--- config.mk ---
export PLATFORM = sky130hd
export DESIGN_NAME = filter_peak_sequencer
export DESIGN_NICKNAME = d
export VERILOG_FILES = /design/src/rtl/filter_peak_sequencer.sv
export SDC_FILE = /design/constraint.sdc
export NUM_CORES = 1
export LEC_CHECK = 0
export ABC_CLOCK_PERIOD_IN_PS = 3100
export BUFFER_PORTS_ARGS = -buffer_cell sky130_fd_sc_hd__buf_2
export CORE_ASPECT_RATIO = 1.5
export CORE_UTILIZATION = 35
export DETAILED_ROUTE_END_ITERATION = 8
export SYNTH_ARGS = -nofsm -noshare
export SYNTH_HDL_FRONTEND = slang
export SYNTH_SLANG_ARGS = --single-unit
--- constraint.sdc ---
create_clock -name clk -period 3.1 [get_ports clk]
set_clock_uncertainty 0.15 [all_clocks]
set_input_delay 0.465 -clock clk [delete_from_list [all_inputs] [get_ports clk]]
set_output_delay 0.465 -clock clk [all_outputs]
set_load 0.1 [all_outputs]
--- src/rtl/filter_peak_sequencer.sv ---
// rtl/filter_peak_sequencer.sv - filter flush/arm/peak-search/dead-time sequencer
// Finds the peak of each over-threshold pulse and hands it out through a one-deep event buffer.
module filter_peak_sequencer #(
  parameter int DATA_W     = 16,
  parameter int TS_W       = 32,
  parameter int FLUSH_LEN  = 32,
  parameter int SEARCH_LEN = 8,
  parameter int DEAD_LEN   = 16
) (
  input  logic              clk,
  input  logic              reset,
  input  logic              enable,
  input  logic [DATA_W-1:0] filter_data,
  input  logic [DATA_W-1:0] threshold,
  output logic              filter_rst_n,
  output logic              evt_valid,
  input  logic              evt_ready,
  output logic [DATA_W-1:0] evt_amp,
  output logic [TS_W-1:0]   evt_time,
  output logic [15:0]       lost_cnt,
  output logic              busy
);

  localparam int MAX_LEN = (FLUSH_LEN > SEARCH_LEN) ?
                           ((FLUSH_LEN > DEAD_LEN) ? FLUSH_LEN : DEAD_LEN) :
                           ((SEARCH_LEN > DEAD_LEN) ? SEARCH_LEN : DEAD_LEN);
  localparam int CNT_W = $clog2(MAX_LEN + 1);

  typedef enum logic [2:0] {DISABLED, FLUSH, ARMED, SEARCH, DEAD} state_t;

  state_t            state, state_next;
  logic [CNT_W-1:0]  cnt, cnt_next;
  logic [TS_W-1:0]   ts;
  logic [DATA_W-1:0] peak, cand;
  logic [TS_W-1:0]   peak_ts, cand_ts;
  logic              above, newer, trigger, search_end;

  assign above   = filter_data > threshold;
  // Strict compare: on a tie the earlier sample keeps the peak.
  assign newer   = filter_data > peak;
  assign cand    = newer ? filter_data : peak;
  assign cand_ts = newer ? ts : peak_ts;

  assign filter_rst_n = (state != DISABLED);
  assign busy         = (state == FLUSH) || (state == SEARCH) || (state == DEAD);

  always_ff @(posedge clk or negedge reset) begin
    if (!reset) begin
      state <= DISABLED;
      cnt   <= '0;
    end else begin
      state <= state_next;
      cnt   <= cnt_next;
    end
  end

  always_comb begin
    state_next = state;
    cnt_next   = cnt;
    trigger    = 1'b0;
    search_end = 1'b0;
    if (!enable) begin
      state_next = DISABLED;
      cnt_next   = '0;
    end else begin
      case (state)
        DISABLED: begin
          state_next = FLUSH;
          cnt_next   = '0;
        end
        FLUSH: begin
          if (cnt == CNT_W'(FLUSH_LEN - 1)) begin
            state_next = ARMED;
            cnt_next   = '0;
          end else begin
            cnt_next = cnt + 1'b1;
          end
        end
        ARMED: begin
          if (above) begin
            trigger    = 1'b1;
            state_next = SEARCH;
            cnt_next   = '0;
          end
        end
        SEARCH: begin
          if (cnt == CNT_W'(SEARCH_LEN - 1)) begin
            search_end = 1'b1;
            state_next = DEAD;
            cnt_next   = '0;
          end else begin
            cnt_next = cnt + 1'b1;
          end
        end
        DEAD: begin
          // Counter parks at the minimum; leaving also needs the input back at or below threshold.
          if (cnt == CNT_W'(DEAD_LEN - 1)) begin
            if (!above) begin
              state_next = ARMED;
              cnt_next   = '0;
            end
          end else begin
            cnt_next = cnt + 1'b1;
          end
        end
        default: begin
          state_next = DISABLED;
          cnt_next   = '0;
        end
      endcase
    end
  end

  always_ff @(posedge clk or negedge reset) begin
    if (!reset) begin
      ts        <= '0;
      peak      <= '0;
      peak_ts   <= '0;
      evt_valid <= 1'b0;
      evt_amp   <= '0;
      evt_time  <= '0;
      lost_cnt  <= '0;
    end else begin
      ts <= ts + 1'b1;
      if (trigger) begin
        peak    <= filter_data;
        peak_ts <= ts;
      end else if (state == SEARCH) begin
        peak    <= cand;
        peak_ts <= cand_ts;
      end

      if (!enable) begin
        evt_valid <= 1'b0;
      end else if (search_end && (!evt_valid || evt_ready)) begin
        evt_valid <= 1'b1;
        evt_amp   <= cand;
        evt_time  <= cand_ts;
      end else begin
        if (search_end && (lost_cnt != 16'hFFFF))
          lost_cnt <= lost_cnt + 16'd1;
        if (evt_ready)
          evt_valid <= 1'b0;
      end
    end
  end

endmodule
Word level (Yosys, flattened, before mapping)
Cells that the tools add are included.
{"block": "word_totals", "output_inout_bits": 67, "elab_cells": 72, "inputBits": 36, "register_bits": 154}
{"block": "op_classes", "n_bitwise": 1, "eq_ne": 15, "magnitude_cmp": 2, "mux": 29, "n_addsub": 3, "reduce_logical": 13}
{"op": "$mux 32", "count": 3}
{"op": "$mux 16", "count": 3}
{"op": "$mux 6", "count": 6}
{"op": "$add 32x1->32 const B", "count": 1}
{"op": "$gt 16x16->1", "count": 2}
{"op": "$pmux 6 s4", "count": 1}
{"op": "$mux 3", "count": 6}
{"op": "$add 16x1->16 const B", "count": 1}
{"op": "$ne 16x16->1 const B", "count": 1}
{"op": "$pmux 3 s5", "count": 1}
{"op": "$mux 1", "count": 9}
{"op": "$ne 3x3->1 const B", "count": 3}
{"op": "$add 6x1->6 const B", "count": 1}
{"op": "$eq 3x2->1 const B", "count": 2}
{"op": "$eq 6x3->1 const B", "count": 1}
{"op": "$eq 6x4->1 const B", "count": 1}
{"op": "$eq 6x5->1 const B", "count": 1}
{"op": "$ne 3x2->1 const B", "count": 2}
{"op": "$reduce_and 5->1", "count": 1}
{"op": "$ne 4x4->1 const B", "count": 1}
{"op": "$reduce_and 2->1", "count": 2}
{"op": "$eq 3x1->1 const B", "count": 1}
{"op": "$eq 3x3->1 const B", "count": 1}
{"op": "$logic_not 3->1", "count": 1}
{"op": "8 further kinds", "count": 11}

Depth between registers and ports, before layout
{"block": "logic_depth", "depth_word": 7, "mapped_depth": 10, "ltp_nobuf": 8}

Worst setup path after synthesis
OpenSTA, ideal clock, no wires.
{"block": "synth_timing", "path_type": "in2reg", "from": "input threshold[14]", "to": "register peak_ts[10]", "required_time_ps": 2825, "n_path_buf": 2, "setup_ps": 125, "cell_stages": 10, "arrival_time_ps": 2385, "path_slack_ps": 440, "cell_sequence": "inv_1 ha_1 nand4_2 nor4_1 a21boi_1 o31ai_4 o22ai_2 buf_6 buf_8 mux2_4"}
{"block": "synth_between", "elab_chain_len": 5, "elab_cells_between_ends": 6, "cone_classes": "order compare (1); mux (4); reduce/logical (1)"}
{"element": "start: declaration", "line": "14", "rtl": "input logic [DATA_W-1:0] threshold,"}
{"element": "$gt 16x16->1 (*)", "line": "38", "rtl": "assign above = filter_data > threshold;"}
{"element": "$mux 1 (*)", "line": "80", "rtl": "if (above) begin"}
{"element": "$mux 1 (*)", "line": "66", "rtl": "case (state)"}
{"element": "$mux 1 (*)", "line": "62", "rtl": "if (!enable) begin"}
{"element": "$mux 32 / $reduce_bool 2->1 (equally long branches)"}
{"element": "end signal: assignment", "line": "127", "rtl": "peak_ts <= ts;"}
{"element": "end signal: assignment", "line": "130", "rtl": "peak_ts <= cand_ts;"}
{"element": "end: declaration", "line": "35", "rtl": "logic [TS_W-1:0] peak_ts, cand_ts;"}
Mark *: on every way between the ends. The rest lies on a longest branch, timed or not.
A chain may end at the register's enable or synchronous reset.

Worst setup path in the final report
{"block": "layout_timing", "from": "register peak[15]", "to": "register peak_ts[29]"}
{"block": "layout_between", "elab_chain_len": 4}
{"element": "start: declaration", "line": "34", "rtl": "logic [DATA_W-1:0] peak, cand;"}
{"element": "start signal: assignment", "line": "126", "rtl": "peak <= filter_data;"}
{"element": "start signal: assignment", "line": "129", "rtl": "peak <= cand;"}
{"element": "$gt 16x16->1", "line": "40", "rtl": "assign newer = filter_data > peak;"}
{"element": "$mux 32", "line": "42", "rtl": "assign cand_ts = newer ? ts : peak_ts;"}
{"element": "$mux 32", "line": "128", "rtl": "end else if (state == SEARCH) begin"}
{"element": "$mux 32", "line": "125", "rtl": "if (trigger) begin"}
Every way passes these cells. The select of a mux whose other input is x is not followed.

==> impl_metrics.env <==
export IMPL_core_sq_um=21150
export IMPL_startpoint_type="flop"
export IMPL_drtAntennaViolNets=0
export IMPL_postSynthAreaPerCell_sq_um=11.35
export IMPL_numCtsBuffers=17
export IMPL_io_buffer_count=102
export IMPL_final_cell_area_sq_um=9081
export IMPL_ctsResizeCount=0
export IMPL_die_area_sq_um=22310
export IMPL_synthTopCellsByArea="dfrtp_1, mux2i_1, ha_1, mux2_2, a21oi_1"
export IMPL_synthCells=669
export IMPL_maxSlewHeadroom_pct=64.83
export IMPL_cts_clk_slew_worst_paths_ns=0.07
export IMPL_cp_data_required_time_ns=3.26
export IMPL_synth_xor_area_share_pct=5.535
export IMPL_place_inst=1027
export IMPL_power_leakage_uw=0.004497
export IMPL_end_kind="flop"
export IMPL_yosys_area_share_adder_pct=5.765
export IMPL_hold_class="input pin to flop"
export IMPL_clockRootBuffer="clkbuf_16"
export IMPL_rsz0062_at_grt="false"
export IMPL_synthSimpleGateAreaFrac_pct=11.76
export IMPL_firstDrtPassIters=4
export IMPL_route_detailed_drc=0
export IMPL_tns_ns=0
export IMPL_final_cells=1060
export IMPL_die_h_um=182.4
export IMPL_worstMarginPinSlew_ns=0.5312
export IMPL_via_per_inst=4.879
export IMPL_path_max_fanout=27
export IMPL_wl_um=15410
export IMPL_p_per_area_nw_per_um2=535.1
export IMPL_grt_pass1_vias=5212
export IMPL_grt_pass1_wl_um=26000
export IMPL_final_max_slew_viol_count=0
export IMPL_drive_gt1_share_pct=26.01
export IMPL_status="finished, final reports clean"
export IMPL_insertion_delay_ns=0.43
export IMPL_via_count=5172
export IMPL_h_tree_depth=4
export IMPL_holdPathStages=2
export IMPL_fin_nets=850
export IMPL_r2r_cells=9
export IMPL_fillers=2028
export IMPL_fin_crit_sh_pct=93.22
export IMPL_synth_ff_type="dfrtp_1"
export IMPL_clkSinkCount=154
export IMPL_synth_seq_cells=154
export IMPL_grt_max_degree=77
export IMPL_synth_top_cell_by_area="dfrtp_1"
export IMPL_yosysUniqueCellTypes=51
export IMPL_netlist_area_leader_share_pct=50.73
export IMPL_syn_area_sq_um=7596
export IMPL_synth_top_family_by_area="multiplexers"
export IMPL_syn_nets=740
export IMPL_io_pins=103
export IMPL_wl_per_cell_um=14.54
export IMPL_synthMuxAreaShare_pct=14.86
export IMPL_place_congestion=0.7736
export IMPL_diodes=0
export IMPL_rows=65
export IMPL_fin_util_pct=42.95
export IMPL_finalHoldViolCount=0
export IMPL_hold_buffers=1
export IMPL_drtIter0Drc=202
export IMPL_cts_tree="done"
export IMPL_ys_seq_area_share_pct=50.73
export IMPL_setup_viol=0
export IMPL_synth_compound_area_share_pct=7.429
export IMPL_fmax_mhz=346.0
export IMPL_track_usage_pct=15.00
export IMPL_ir_worst_vdd_v=0.0003925
export IMPL_grt_antenna_before_repair=0
export IMPL_cts_setup_buffers=0
export IMPL_grt_overflow=0
export IMPL_criticalPathCategory="flop to flop"
export IMPL_place_area_sq_um=8478
export IMPL_synth_warnings=0
export IMPL_dp_hpwl_um=11010
export IMPL_synthArstFlopShare_pct=100.0
export IMPL_cts_buffer_depth=2
export IMPL_crit_arrival_ns=3.05
export IMPL_finalCriticalPeriod_ns=2.890
export IMPL_cap_viol_max_count=0
export IMPL_syn_to_final_growth_pct=19.55
export IMPL_yosysMostFrequentCell="dfrtp_1"
export IMPL_total_power_uw=4860
export IMPL_die_width_um=122.3
export IMPL_synth_edf_count=0
export IMPL_start_util_pct=35.92
export IMPL_synthTopCellsByCount="dfrtp_1, nor2_1, a21oi_1, mux2i_1, inv_1"
==> worst paths after layout <==
path | end | startpoint | slack [ns]
worst min-delay path | peak[0]$_DFFE_PN0P_ | filter_data[0] | 0.15
worst max register to register | peak_ts[29]$_DFFE_PN0P_ | peak[15]$_DFFE_PN0P_ | 0.21
worst min register to register | lost_cnt[5]$_DFFE_PN0P_ | lost_cnt[5]$_DFFE_PN0P_ | 0.34
max in group asynchronous | evt_time[27]$_DFFE_PN0P_ | reset | 1.68
min in group asynchronous | evt_time[3]$_DFFE_PN0P_ | reset | 0.36
worst max-delay path | peak_ts[29]$_DFFE_PN0P_ | peak[15]$_DFFE_PN0P_ | 0.21
==> report_power, final <==
part / total (uW) / switching [uW] / internal (uW) / leakage, uW
clock network: 2110 / 941 / 1160 / 0.000286
registers: 2090 / 32.7 / 2060 / 0.00207
logic: 662 / 476 / 186 / 0.00214
total: 4860 / 1450 / 3410 / 0.00450
==> state kept, by name, summed over array words and instances, names as in the netlist, 3 cells and up <==
name,count
peak,16
lost_cnt,16
evt_amp,16
state,3
peak_ts,32
ts,32
cnt,6
evt_time,32
==> cells in the final DEF (no fill, tap or decap), types with 5 or more instances in the layout <==
master     synthesis  final
nor3_1             5      5
o21ai_0            6      6
buf_4              5     10
nand3_1           22     22
xor2_1            15     15
ha_1              35     35
nor2b_1            6      6
mux2_4            20     20
mux2_2            30     30
nor2_1            66     66
and3_1             9      9
mux2i_1           49     49
a21oi_1           63     63
nand2_1           28     28
inv_1             38     38
and4_1             5      5
dfrtp_1          154    154
buf_2              7    101
nand4_1           13     13
inv_6              0      7
xnor2_1           33     33
clkbuf_16          0     17
==> kinds of logic after synthesis <==
| kind of cell | count (synthesis) |
|---|---|
| xor gates and xnor gates | 48 |
| adders and majority gates | 35 |
| AOI/OAI and AO/OA | 93 |
| buffers and inverters | 64 |
| DFF | 154 |
| and+or+nand+nor | 176 |
| muxes | 99 |
==> through the flow <==
stage / setup WS [ns] / hold slack (ns)
after floorplan: 0.4400 / 0.01941
after global placement: 0.06470 / 0.2574
after detailed placement: 0.008750 / 0.2577
after CTS: 0.2028 / 0.1308
after global routing: 0.08611 / 0.1399
final: 0.2101 / 0.1478
==> final cells by class <==
cell class | count | area (sq um) | share of cell area [%]
flip-flops and latches | 154 | 3854 | 42.44
clock buffers | 18 | 439.2 | 4.836
repair buffers | 117 | 681.9 | 7.509
multi-input cells | 451 | 3475 | 38.26
clock inverters | 14 | 153.9 | 1.695
well taps | 268 | 335.3 | 3.692
inverters | 38 | 142.6 | 1.571
==> worst max-delay path, cell delays in order (launching register included) <==
cell,delay (ns)
dfrtp_1,0.37
inv_1,0.05
ha_1,0.31
nand4_1,0.18
nor4_1,0.43
a21boi_1,0.31
o31ai_4,0.13
o22ai_4,0.22
buf_12,0.25
mux2_2,0.36
==> routing by layer <==
layer  vias up  global-route usage [%]  wire [um]  part of all wire, %
li1       2560                       -          -                    -
met4         0                   5.463        255                  1.7
met2        68                   26.70       8257                   54
met1      2528                   17.56       6503                   42
met5         -                       0          0                    0
met3        16                   2.906        394                  2.6
(Power assumes the default switching activity.)
